[src/rtl/inst_queue.sv]
// Instruction queue between fetch and decode: circular show-ahead FIFO of
// {inst, pc} with occupancy count, mispredict flush and global stall.
module inst_queue #(
  parameter int unsigned DEPTH        = 16,
  parameter int unsigned IDWidth      = 32,
  parameter int unsigned AddressWidth = 32
) (
  input  logic                      clk_in,
  input  logic                      rst_n_in,
  input  logic                      rdy_in,
  input  logic                      rob_instqueue_rst_in,
  input  logic                      if_instqueue_en_in,
  input  logic [IDWidth-1:0]        if_instqueue_inst_in,
  input  logic [AddressWidth-1:0]   if_instqueue_pc_in,
  output logic                      instqueue_if_rdy_out,
  output logic                      instqueue_id_valid_out,
  output logic [IDWidth-1:0]        instqueue_id_inst_out,
  output logic [AddressWidth-1:0]   instqueue_id_pc_out,
  input  logic                      id_instqueue_rdy_in,
  output logic [$clog2(DEPTH):0]    instqueue_count_out
);

  localparam int unsigned PW = $clog2(DEPTH);
  localparam logic [PW:0] FULL_CNT = (PW+1)'(DEPTH);

  logic [IDWidth-1:0]      inst_mem [DEPTH];
  logic [AddressWidth-1:0] pc_mem   [DEPTH];
  logic [PW-1:0]           head;
  logic [PW-1:0]           tail;
  logic [PW:0]             count;
  logic                    push;
  logic                    pop;

  always_comb begin
    instqueue_if_rdy_out   = (count != FULL_CNT) && !rob_instqueue_rst_in;
    instqueue_id_valid_out = (count != '0);
    instqueue_id_inst_out  = inst_mem[head];
    instqueue_id_pc_out    = pc_mem[head];
    instqueue_count_out    = count;
    // if_rdy already excludes flush and full, so push never competes with them
    push = rdy_in && if_instqueue_en_in && instqueue_if_rdy_out;
    pop  = rdy_in && instqueue_id_valid_out && id_instqueue_rdy_in
           && !rob_instqueue_rst_in;
  end

  always_ff @(posedge clk_in or negedge rst_n_in) begin
    if (!rst_n_in) begin
      head  <= '0;
      tail  <= '0;
      count <= '0;
    end else if (rdy_in) begin
      if (rob_instqueue_rst_in) begin
        head  <= '0;
        tail  <= '0;
        count <= '0;
      end else begin
        if (push) tail <= tail + 1'b1;
        if (pop)  head <= head + 1'b1;
        if (push && !pop)      count <= count + 1'b1;
        else if (pop && !push) count <= count - 1'b1;
      end
    end
  end

  // Storage is deliberately left out of reset; it is only read while valid.
  always_ff @(posedge clk_in) begin
    if (push) begin
      inst_mem[tail] <= if_instqueue_inst_in;
      pc_mem[tail]   <= if_instqueue_pc_in;
    end
  end

endmodule

[config.mk]
export PLATFORM = sky130hd
export DESIGN_NAME = inst_queue
export DESIGN_NICKNAME = d
export VERILOG_FILES = /design/src/rtl/inst_queue.sv
export SDC_FILE = /design/constraint.sdc
export NUM_CORES = 1
export LEC_CHECK = 0
export CORE_MARGIN = 5
export CORE_UTILIZATION = 40
export DETAILED_ROUTE_END_ITERATION = 10
export GPL_ROUTABILITY_DRIVEN = 0
export MAX_ROUTING_LAYER = met4
export RECOVER_POWER = 50
export SYNTH_ARGS = -nofsm -noshare
export SYNTH_HDL_FRONTEND = slang
export SYNTH_SLANG_ARGS = --single-unit
[constraint.sdc]
create_clock -name clk_in -period 18.9 [get_ports clk_in]
set_input_delay 1.89 -clock clk_in [delete_from_list [all_inputs] [get_ports clk_in]]
set_output_delay 1.89 -clock clk_in [all_outputs]
set_load 0.01 [all_outputs]
==> Implementation_results.wiki <==
{| class="wikitable"
! Metric !! Value
|-
| Async set-or-reset flop fraction in the synthesized netlist || 1.254%
|-
| Clock period minus final worst setup slack || 9.750 ns
|-
| TritonCTS clock tree || yes
|-
| Total die area || 105300 um^2
|-
| Cts repair resizes || 0
|-
| Worst slew margin relative to its limit || -125.2%
|-
| Setup TNS || 0 ns
|-
| RSZ-0062 raised after global routing || false
|-
| Ranking of synthesized cells by area || edfxtp_1 78%, mux4_2 18%, dfrtp_1 0.82%
|-
| Antenna violations before repair || 22
|-
| Arrival time worst endpoint || 7.86 ns
|-
| Worst Max-Slew Pin Slew || 3.377 ns
|-
| Min-Delay Path Class || flop to flop
|-
| HPWL after detailed placement || 44.29 mm
|-
| Floorplan core area || 98280 um^2
|-
| Startpoint Class || flop
|-
| Nets || 1844
|-
| Start point of the worst min-delay path || tail[0]
|-
| Crit path launch || head[0]
|-
| Outcome || complete, but fails checks
|-
| Mapped Avg Cell Area || 25.50 um^2
|-
| Post-DRT Antenna Nets || 0
|-
| Signed area change from the synthesized netlist to the final layout || 16.51%
|-
| Share of layout cells above drive strength 1 || 29.08%
|-
| Worst setup margin || 9.150 ns
|-
| H-tree depth || 3
|-
| Cell row count || 115
|-
| Buffers on Ports || 140
|-
| Proportion of netlist area held by the largest area contributor || 77.75%
|-
| Hold Fails Final Rpt || 0
|-
| Clock edge transition at the registers on the reported setup and hold paths || 0.06 ns
|-
| Number of buffers added to fix hold violations after cts || 0
|-
| Max cap viols || 3
|-
| Pin count of the biggest net entering global routing || 67
|-
| Gate count after technology mapping || 1551
|-
| Crit Path Category || flop to output port
|-
| Worst-Skew Late Latency || 0.65 ns
|-
| DRC errors left || 0
|-
| Grt total ovfl || 0
|-
| Distinct cell type count after synthesis || 40
|-
| Tcrit/Tclk final || 51.59%
|-
| Post-synth net total || 1631
|-
| Max Clk Rate || 0.1026 GHz
|-
| Post-synthesis sequential area ratio || 78.57%
|-
| Fill cell instance count of the final layout || 7953
|-
| CP Capture Type || output port
|-
| CP Max Fanout || 47
|-
| Detailed-router iteration count before antenna repair || 5
|-
| Width of the die || 324.4 um
|-
| Launch point of the worst reg-to-reg path || head[0]
|-
| Number of clock buffers inserted by TritonCTS || 107
|-
| Most common flop cell mapped by yosys || edfxtp_1
|-
| Number of slew-limit violations in the final report || 106
|-
| Sum of routed wire length over all layers || 88.72 mm
|-
| Vias after detailed routing || 17356
|-
| Detailed Route Iter0 Violations || 1564
|-
| I/O Pins || 141
|-
| Worst slack at placement || 12.53 ns
|-
| Number of synthesized flops with an enable pin || 1024
|-
| Post-CTS setup buffer count || 0
|-
| Area of placed instances || 42470 um^2
|-
| Data required, critical path || 17.01 ns
|-
| Final core utilization || 46.89%
|-
| Clock sink count || 1037
|-
| Number of buffers between clock root and the deepest sink || 3
|-
| WL per Instance || 28.18 um
|-
| Die extent in y || 324.4 um
|-
| Clock root buffer master || clkbuf_16
|-
| Number of setup violations in the final report || 0
|-
| Leakage power summed over all cells || 13.90 nW
|-
| Vias per Instance || 5.512
|-
| Global routing usage summed across all routing layers || 17.20%
|-
| Highest ir drop seen on vdd || 0.00006341 V
|-
| Initial standard-cell utilization of the core || 40.24%
|-
| Worst clock skew || 0.01237 ns
|-
| Total number of yosys warnings || 0
|-
| Violated checks || max-capacitance violations, max-slew violations
|-
| Cell type with the highest aggregate area in the netlist || edfxtp_1
|-
| Register bit count reported by yosys || 1037
|-
| Power Total || 5.576 mW
|-
| First-pass GRT wire length || 130.0 mm
|-
| Cell area after synthesis || 39550 um^2
|-
| Via count of the first global-routing pass || 18730
|-
| Post-route cell area || 46080 um^2
|-
| Power density of the placed cells || 121.0 nW/um^2
|}
layer usage:
metal | GRT usage, % | share of wire [%] | routed length, um | vias up
met3 | 3.195 | 4.5 | 3957 | 130
met5 | - | 0 | 0 | -
met2 | 28.88 | 52 | 45880 | 425
li1 | - | - | - | 7249
met1 | 22.30 | 42 | 37320 | 9552
met4 | 3.574 | 1.8 | 1568 | 0
worst max-delay path: stages, from the launching register on:
cell	delay, ns
dfrtp_1	1.96
clkbuf_1	2.49
buf_4	1.03
mux4_2	0.61
mux4_2	0.54
clkdlybuf4s50_1	0.51
area by class of cell:
type	instances	area, um^2	share of cell area (%)
multi-input cells	428	8018	17.40
clock inverters	65	787.0	1.708
inverters	9	33.78	0.07332
clock buffers	130	2815	6.110
flip-flops and latches	1037	31090	67.46
diodes	12	30.03	0.06517
well taps	1287	1610	3.495
repair buffers	181	1698	3.685
final timing paths:
kind | slack [ns] | cells past startpoint | to
max | 9.15 | 5 | instqueue_id_pc_out[7]
min reg2reg | 0.59 | 1 | tail[0]
min | 0.59 | 1 | tail[0]
min in group asynchronous | 1.72 | 1 | instqueue_count_out[3]
max reg2reg | 13.40 | 5 | head[2]
max in group asynchronous | 16.69 | 1 | head[2]
state kept, by name, summed over array words and instances, names as in the netlist:
signal               count
pc_mem                 512
inst_mem               512
tail                     4
instqueue_count_out      5
head                     4
through the flow:
step                      instances  hold WS [ns]
after global placement         2942        0.5681
after global routing           3149        0.6526
after floorplan                1551        0.5283
after CTS                      3137        0.5931
final                          3149        0.5912
after detailed placement       2942        0.5829
cells in the final DEF (no fill, tap or decap), drive strengths merged, types with 4 or more instances in the layout:
| cell type | count |
|---|---|
| o21ai | 4 |
| buf | 38 |
| nor3 | 6 |
| a21oi | 10 |
| bufinv | 17 |
| nand2 | 9 |
| nor2 | 10 |
| clkdlybuf4s50 | 72 |
| and2 | 6 |
| dlygate4sd3 | 68 |
| nor3b | 5 |
| dfrtp | 13 |
| diode | 12 |
| nand2b | 7 |
| edfxtp | 1024 |
| nand3 | 5 |
| a221o | 4 |
| ha | 9 |
| inv | 15 |
| clkbuf | 133 |
| mux4 | 320 |
| clkinv | 40 |
Yosys cell counts, types with 4 or more instances:
cell / n
a21oi_1: 10
a221o_1: 4
and2_1: 5
buf_1: 8
buf_2: 13
buf_6: 24
clkbuf_1: 32
dfrtp_1: 13
edfxtp_1: 1024
ha_1: 9
inv_1: 9
mux4_2: 320
nand2_1: 9
nand2b_1: 7
nand3_1: 5
nor2_1: 10
nor3_1: 6
nor3b_1: 5
o21ai_0: 4
report_power, final:
part	internal [mW]	switching, mW	total (mW)
clock network	1.29	0.854	2.14
logic	0.472	0.368	0.839
registers	2.55	0.0394	2.59
total	4.32	1.26	5.58
cells by family after synthesis:
family	count (synthesis)	share of synthesized area [%]
AO/OA/AOI/OAI	33	0.5789
XOR/XNOR	3	0.06645
adder cells (fa/ha/maj)	10	0.3354
buffers and inverters	86	1.313
multiplexers	322	18.29
AND/OR/NAND/NOR	60	0.8479
flip-flops	1037	78.57
Note: power is estimated with default switching activity, not from simulation.
